File: src/rtl/reg_file_if.sv
// reg_file_if: commit/issue/read bus between ROB, decoder and the register file.
interface reg_file_if;
  logic rdy;
  logic flush;
  logic commit_enable;
  logic [4:0] commit_rd;
  logic [31:0] commit_value;
  logic [4:0] commit_rename;
  logic issue_enable;
  logic [4:0] issue_rd;
  logic [4:0] issue_rename;
  logic [4:0] rs1_index;
  logic [4:0] rs2_index;
  logic [31:0] rs1_value;
  logic [31:0] rs2_value;
  logic [4:0] rs1_rename;
  logic [4:0] rs2_rename;
  modport master (
    output rdy, flush, commit_enable, commit_rd, commit_value, commit_rename,
           issue_enable, issue_rd, issue_rename, rs1_index, rs2_index,
    input  rs1_value, rs2_value, rs1_rename, rs2_rename
  );
  modport slave (
    input  rdy, flush, commit_enable, commit_rd, commit_value, commit_rename,
           issue_enable, issue_rd, issue_rename, rs1_index, rs2_index,
    output rs1_value, rs2_value, rs1_rename, rs2_rename
  );
endinterface

File: src/rtl/reg_file.sv
// reg_file: 32x32 architectural registers with ROB rename tags and commit bypass.
module reg_file #(
  parameter logic [4:0] NOTRENAME = 5'd16
) (
  input logic clk,
  input logic rst,
  reg_file_if.slave bus
);
  logic [31:0] vals [32];
  logic [4:0] tags [32];
  logic hit1, hit2;
  always_ff @(posedge clk or posedge rst) begin
    if (rst) begin
      for (int i = 0; i < 32; i++) begin
        vals[i] <= '0;
        tags[i] <= NOTRENAME;
      end
    end else if (bus.rdy) begin
      // x0 is never written, so it keeps its reset value of 0 / NOTRENAME
      for (int i = 1; i < 32; i++) begin
        if (bus.commit_enable && bus.commit_rd == 5'(i))
          vals[i] <= bus.commit_value;
        if (bus.flush)
          tags[i] <= NOTRENAME;
        else if (bus.issue_enable && bus.issue_rd == 5'(i))
          tags[i] <= bus.issue_rename;
        else if (bus.commit_enable && bus.commit_rd == 5'(i) && tags[i] == bus.commit_rename)
          tags[i] <= NOTRENAME;
      end
    end
  end
  always_comb begin
    hit1 = bus.commit_enable && bus.commit_rd == bus.rs1_index;
    hit2 = bus.commit_enable && bus.commit_rd == bus.rs2_index;
    bus.rs1_value = bus.rs1_index == 5'd0 ? 32'd0 : hit1 ? bus.commit_value : vals[bus.rs1_index];
    bus.rs2_value = bus.rs2_index == 5'd0 ? 32'd0 : hit2 ? bus.commit_value : vals[bus.rs2_index];
    bus.rs1_rename = (bus.rs1_index == 5'd0 || (hit1 && tags[bus.rs1_index] == bus.commit_rename))
                     ? NOTRENAME : tags[bus.rs1_index];
    bus.rs2_rename = (bus.rs2_index == 5'd0 || (hit2 && tags[bus.rs2_index] == bus.commit_rename))
                     ? NOTRENAME : tags[bus.rs2_index];
  end
endmodule

File: src/flat_wrapper.sv
// flat-port wrapper written by rule: the top's interface ports become plain ports
module reg_file_flat 
#(
  parameter logic [4:0] NOTRENAME = 5'd16
)
  (clk, rst, bus_rdy, bus_flush, bus_commit_enable, bus_commit_rd, bus_commit_value, bus_commit_rename, bus_issue_enable, bus_issue_rd, bus_issue_rename, bus_rs1_index, bus_rs2_index, bus_rs1_value, bus_rs2_value, bus_rs1_rename, bus_rs2_rename);
  reg_file_if bus_i ();
  input logic clk;
  input logic rst;
  input wire logic [$bits(bus_i.rdy)-1:0] bus_rdy;
  input wire logic [$bits(bus_i.flush)-1:0] bus_flush;
  input wire logic [$bits(bus_i.commit_enable)-1:0] bus_commit_enable;
  input wire logic [$bits(bus_i.commit_rd)-1:0] bus_commit_rd;
  input wire logic [$bits(bus_i.commit_value)-1:0] bus_commit_value;
  input wire logic [$bits(bus_i.commit_rename)-1:0] bus_commit_rename;
  input wire logic [$bits(bus_i.issue_enable)-1:0] bus_issue_enable;
  input wire logic [$bits(bus_i.issue_rd)-1:0] bus_issue_rd;
  input wire logic [$bits(bus_i.issue_rename)-1:0] bus_issue_rename;
  input wire logic [$bits(bus_i.rs1_index)-1:0] bus_rs1_index;
  input wire logic [$bits(bus_i.rs2_index)-1:0] bus_rs2_index;
  output wire logic [$bits(bus_i.rs1_value)-1:0] bus_rs1_value;
  output wire logic [$bits(bus_i.rs2_value)-1:0] bus_rs2_value;
  output wire logic [$bits(bus_i.rs1_rename)-1:0] bus_rs1_rename;
  output wire logic [$bits(bus_i.rs2_rename)-1:0] bus_rs2_rename;
  assign bus_i.rdy = bus_rdy;
  assign bus_i.flush = bus_flush;
  assign bus_i.commit_enable = bus_commit_enable;
  assign bus_i.commit_rd = bus_commit_rd;
  assign bus_i.commit_value = bus_commit_value;
  assign bus_i.commit_rename = bus_commit_rename;
  assign bus_i.issue_enable = bus_issue_enable;
  assign bus_i.issue_rd = bus_issue_rd;
  assign bus_i.issue_rename = bus_issue_rename;
  assign bus_i.rs1_index = bus_rs1_index;
  assign bus_i.rs2_index = bus_rs2_index;
  assign bus_rs1_value = bus_i.rs1_value;
  assign bus_rs2_value = bus_i.rs2_value;
  assign bus_rs1_rename = bus_i.rs1_rename;
  assign bus_rs2_rename = bus_i.rs2_rename;
  reg_file #(.NOTRENAME(NOTRENAME)) u_core (.clk(clk), .rst(rst), .bus(bus_i));
endmodule
File: config.mk
export PLATFORM = sky130hd
export DESIGN_NAME = reg_file_flat
export DESIGN_NICKNAME = d
export VERILOG_FILES = /design/src/rtl/reg_file_if.sv /design/src/rtl/reg_file.sv /design/src/flat_wrapper.sv
export SDC_FILE = /design/constraint.sdc
export NUM_CORES = 2
export LEC_CHECK = 0
export ABC_CLOCK_PERIOD_IN_PS = 32800
export BUFFER_PORTS_ARGS = -buffer_cell sky130_fd_sc_hd__buf_2
export CAP_MARGIN = 20
export CORE_MARGIN = 2
export CORE_UTILIZATION = 59
export CTS_BUF_LIST = sky130_fd_sc_hd__clkbuf_8
export CTS_CLUSTER_SIZE = 25
export DETAILED_ROUTE_END_ITERATION = 6
export PLACE_DENSITY = 0.79
export SETUP_SLACK_MARGIN = 0.4
export SYNTH_ARGS = -nofsm -noshare
export SYNTH_HDL_FRONTEND = slang
export SYNTH_SLANG_ARGS = --single-unit
export TNS_END_PERCENT = 100
File: constraint.sdc
create_clock -name clk -period 32.8 [get_ports clk]
set_input_delay 1.64 -clock clk [delete_from_list [all_inputs] [get_ports clk]]
set_output_delay 1.64 -clock clk [all_outputs]
set_load 0.005 [all_outputs]
Word-level counts from Yosys, hierarchy flattened:

Cells that the tools add are included.

* input port bits: 68
* logic and storage cells: 468
* register bits: 1147

* reduce and logical (&&, ||, !) cells: 194
* order comparisons: 2
* eq/ne operators: 97
* bitwise operators: 2
* mux-type cells: 111

Operators with widths (number)
* 2-to-1 mux 5 bit: 99
* binary-select mux 32 bit (select 5 bit): 2
* 2-to-1 mux 32 bit: 8
* equality test 5 bit: 35
* equality test 5 bit, second input constant: 32
* AND reduction 2 bit: 62
* logical AND 1 bit: 97
* nonzero test 3 bit: 31
* equality test 5 x 4 -> 1 bit, second input constant: 16
* binary-select mux 5 bit (select 5 bit): 2
* equality test 5 x 3 -> 1 bit, second input constant: 8
* equality test 5 x 2 -> 1 bit, second input constant: 4
* greater-or-equal comparator 6 bit, second input constant: 2
* inverter 5 -> 6 bit: 2
* equality test 5 x 1 -> 1 bit, second input constant: 2
* logical NOT 5 bit: 2
* logical OR 1 bit: 2

Logic depth before layout (Yosys ltp):

* depth after elaboration: 8
* mapped depth: 12
* mapped depth without buffers: 7

Worst setup path before layout:

Ideal clock, no wire load.

* kind: input -> output
* start point: input bus_rs1_index[0]
* end point: output bus_rs1_value[10]
* stages: 9
* required time: 31.160 ns
* arrival time: 3.940 ns
* buffers on the path: 3
* slack: 27.220 ns
* cells stage by stage: buf_2 > buf_2 > buf_1 > mux4_2 > mux4_2 > mux2i_1 > nor2_1 > a21oi_1 > nor2_1

* longest elaborated chain between the ends: 6
* elaborated cells on any way between the ends: 9
* those cells by class: eq/ne (1); mux (5); bitwise (1); reduce/logical (2)

RTL lines
* start: declaration: line flat_wrapper.sv:19 `input wire logic [$bits(bus_i.rs1_index)-1:0] bus_rs1_index;`
* inverter 5 -> 6 bit (implied by the code): line reg_file.sv:35 `bus.rs1_value = bus.rs1_index == 5'd0 ? 32'd0 : hit1 ? bus.commit_value : vals[bus.rs1_index];`
* binary-select mux 32 bit (select 5 bit): line reg_file.sv:35
* 2-to-1 mux 32 bit (implied by the code) (2 in series): line reg_file.sv:35
* 2-to-1 mux 32 bit: line reg_file.sv:35
* 2-to-1 mux 32 bit (*): line reg_file.sv:35
* end: declaration: line flat_wrapper.sv:21 `output wire logic [$bits(bus_i.rs1_value)-1:0] bus_rs1_value;`

Every way passes the cells marked *; elsewhere a longest branch is shown, timed or not. The select of a mux whose other input is x is not followed.

Worst setup path after layout:

* start point: input bus_rs1_index[0]
* end point: output bus_rs1_rename[4]

* longest elaborated chain between the ends: 8
* elaborated cells on any way between the ends: 11
* those cells by class: eq/ne (2); mux (4); bitwise (1); reduce/logical (4)

RTL lines
* inverter 5 -> 6 bit (implied by the code): line reg_file.sv:37, reg_file.sv:38
* binary-select mux 5 bit (select 5 bit): line reg_file.sv:37, reg_file.sv:38
* 2-to-1 mux 5 bit (implied by the code) (2 in series): line reg_file.sv:37, reg_file.sv:38
* equality test 5 bit: line reg_file.sv:37 `bus.rs1_rename = (bus.rs1_index == 5'd0 || (hit1 && tags[bus.rs1_index] == bus.commit_rename))`
* logical AND 1 bit: line reg_file.sv:37
* logical OR 1 bit: line reg_file.sv:37
* 2-to-1 mux 5 bit (*): line reg_file.sv:38 `? NOTRENAME : tags[bus.rs1_index];`
* end: declaration: line flat_wrapper.sv:23 `output wire logic [$bits(bus_i.rs1_rename)-1:0] bus_rs1_rename;`

Marked as above.

==> results.py <==
metrics = {
    "logic_synthesis": {
        "syn_avg_cell_area_um2": 14.0,
        "synth-simple-area-share_pct": 4.27,
        "synth-xor-area-share_pct": 2.33,
        "syn-cell-area_um2": 65100,
        "ys_seq_area_share_pct": 44.2,
        "synth_top_family_by_area": "multiplexers",
        "ys_warn_count": 37,
        "synthCells": 4662,
        "ys_types": 74,
        "async_reset_ff_share_pct": 100,
        "synth_nets": 4730,
        "synth_seq_cells": 1147,
        "synthMuxAreaShare_pct": 41.0,
        "synth-edff-count": 0,
        "synth-main-ff-cell": "dfrtp_1",
        "synth-adder-area-share_pct": 0,
        "synth_compound_area_share_pct": 4.42,
    },
    "power": {
        "p_leak_nw": 31.0,
        "total_power_mw": 3.63,
        "ir_drop_uv": 43.3,
        "p_per_area_nw_per_um2": 51.5,
    },
    "floorplanning": {
        "num_rows": 121,
        "start_util_pct": 59.6,
        "num_io_pins": 142,
        "fp.dieW_um": 336,
        "dieArea_um2": 113000,
        "coreArea_um2": 109000,
        "die_h_um": 336,
    },
    "sta": {
        "slew_headroom_pct": 24.5,
        "worst_clock_skew_ns": 0.0136,
        "setup_violations": 0,
        "fmax_mhz": 125,
        "hold_viol_final": 0,
        "fin_setup_tns_ns": 0,
        "worst_pin_slew_ns": 1.13,
        "finalCritPeriodShare_pct": 24.3,
        "drv_slew": 0,
        "rsz0062_at_grt": "false",
        "period_minus_slack_ns": 7.99,
    },
    "drt": {
        "viasPerCell": 7.18,
        "drc": 0,
        "wl_um": 197000,
        "ant_nets": 0,
        "drt_first_pass_iters": 6,
        "wl_per_cell_um": 31.6,
        "dr_total_vias": 44800,
        "drt_iter0_markers": 5499,
    },
    "finish": {
        "final_common_cell": "dfrtp_1",
        "syn_to_final_growth_pct": 8.33,
        "nNetsFinal": 4682,
        "final_cell_mix": "1116 x dfrtp_1, 1090 x mux2_2, 598 x mux4_2, 240 x clkbuf_8, 214 x nor2_1",
        "drive_gt1_share_pct": 48.3,
        "fillers": 7712,
    },
    "global_routing": {
        "grt_first_pass_wirelength_um": 294000,
        "grt_antenna_before_repair": 11,
        "gr-usage-all-layers_pct": 35.4,
        "first_global_vias": 45200,
        "grt_max_degree": 174,
        "grt_overflow": 0,
    },
    "clock_network": {
        "clockBufferDepth": 3,
        "cts.repair.resized": 0,
        "cts_tree": "built",
        "clkLatencyLatePin_ns": 0.89,
        "postCtsHoldBufs": 0,
        "htree_levels": 4,
        "cts_buffers": 189,
        "clk_pin_slew_ns": 0.06,
        "clkSinkCount": 1147,
        "cts_setup_buffers": 0,
        "root_buffer": "clkbuf_8",
    },
    "hold_path": {
        "hold_class": "flop to flop",
    },
    "worst_setup_path": {
        "crit_required_ns": 31.16,
        "critPathLaunchType": "primary input",
        "critPathKind": "primary input to output pin",
        "crit_fanout": 77,
        "end_kind": "output pin",
        "arrival_ns": 6.35,
    },
    "run_status": {
        "status": "complete, no violations",
    },
    "placement": {
        "globalplace.congestion": 0.959,
        "dp_hpwl_um": 106000,
        "port_buffers": 141,
    },
    "run": {
        "cap_violations": 0,
    },
}
synthesized netlist by cell type (32+ instances only):
library cell,n,area (µm²)
a2111oi_0,35,307
a211oi_1,32,240
a21oi_1,80,400
a221oi_1,40,350
buf_1,38,143
buf_2,81,405
clkbuf_1,314,1180
dfrtp_1,1116,27900
inv_1,70,263
mux2_2,1090,12300
mux2i_1,88,881
mux4_2,598,13500
nand2_1,117,439
nand3_1,108,541
nor2_1,236,886
o21ai_0,82,410
xnor2_1,88,771
xor2_1,85,744
metrics by stage:
| step | instance area [µm²] | instances | hold slack, ns | worst slack [ns] | utilization, % |
|---|---|---|---|---|---|
| after floorplan | 65100 | 4662 | 0.461 | 15.35 | - |
| after global placement | 66500 | 5895 | 0.477 | 24.84 | 60.9 |
| after detailed placement | 66500 | 5895 | 0.484 | 24.83 | 60.9 |
| after CTS | 70400 | 6228 | 0.497 | 24.84 | 64.5 |
| after global routing | 70500 | 6235 | 0.509 | 24.56 | 64.6 |
| final | 70500 | 6236 | 0.498 | 24.81 | 64.6 |
state kept, by name, indices dropped and copies added, names as in the netlist:
name / flops
u_core.tags: 155
u_core.vals: 992
layer usage:
metal	global-route usage, %	wire, µm
met5	0	0
met4	18.1	10700
met3	9.72	22500
met2	52.8	89700
met1	47.9	74100
worst max-delay path, stage by stage:
cell,delay (ns)
buf_8,0.63
buf_4,0.72
buf_4,0.83
nor2b_4,0.31
a221oi_1,0.75
nor4_1,0.16
nor3_1,0.44
xor2_1,0.12
and4_1,0.27
a31o_2,0.24
buf_2,0.12
cells by family after synthesis:
kind of cell,count (synthesis)
simple gates,599
buf+inv,547
xor+xnor,173
flops,1147
mux,1779
compound gates,417
final cells by class:
type	instances	area, µm²	share of cell area [%]
multi-input cells	2968	34200	48.5
flip-flops and latches	1147	28700	40.8
clock buffers	240	3300	4.69
well taps	1476	1850	2.62
repair buffers	236	1610	2.28
clock inverters	93	526	0.746
inverters	72	279	0.396
diodes	4	10.0	0.0142
path summary, 6_finish.rpt:
| check | from | end | slack [ns] | cells after the start |
|---|---|---|---|---|
| worst max-delay path | bus_rs1_index[0] | bus_rs1_rename[4] | 24.81 | 11 |
| worst min-delay path | u_core.tags[139]$_DFFE_PP1P_ | u_core.tags[139]$_DFFE_PP1P_ | 0.50 | 2 |
| worst max register to register | u_core.tags[64]$_DFFE_PP1P_ | u_core.tags[63]$_DFFE_PP0P_ | 30.75 | 5 |
| worst min register to register | u_core.tags[139]$_DFFE_PP1P_ | u_core.tags[139]$_DFFE_PP1P_ | 0.50 | 2 |
| max in group asynchronous | rst | u_core.vals[623]$_DFFE_PP0P_ | 27.92 | 6 |
| min in group asynchronous | rst | u_core.tags[132]$_DFFE_PP0P_ | 0.88 | 2 |
report_power, final:
part	internal, mW	total (mW)	switching, mW
Clock	0.674	1.28	0.607
Combinational	0.361	0.645	0.283
Sequential	1.58	1.71	0.124
Power figures use the tool's default switching activity.
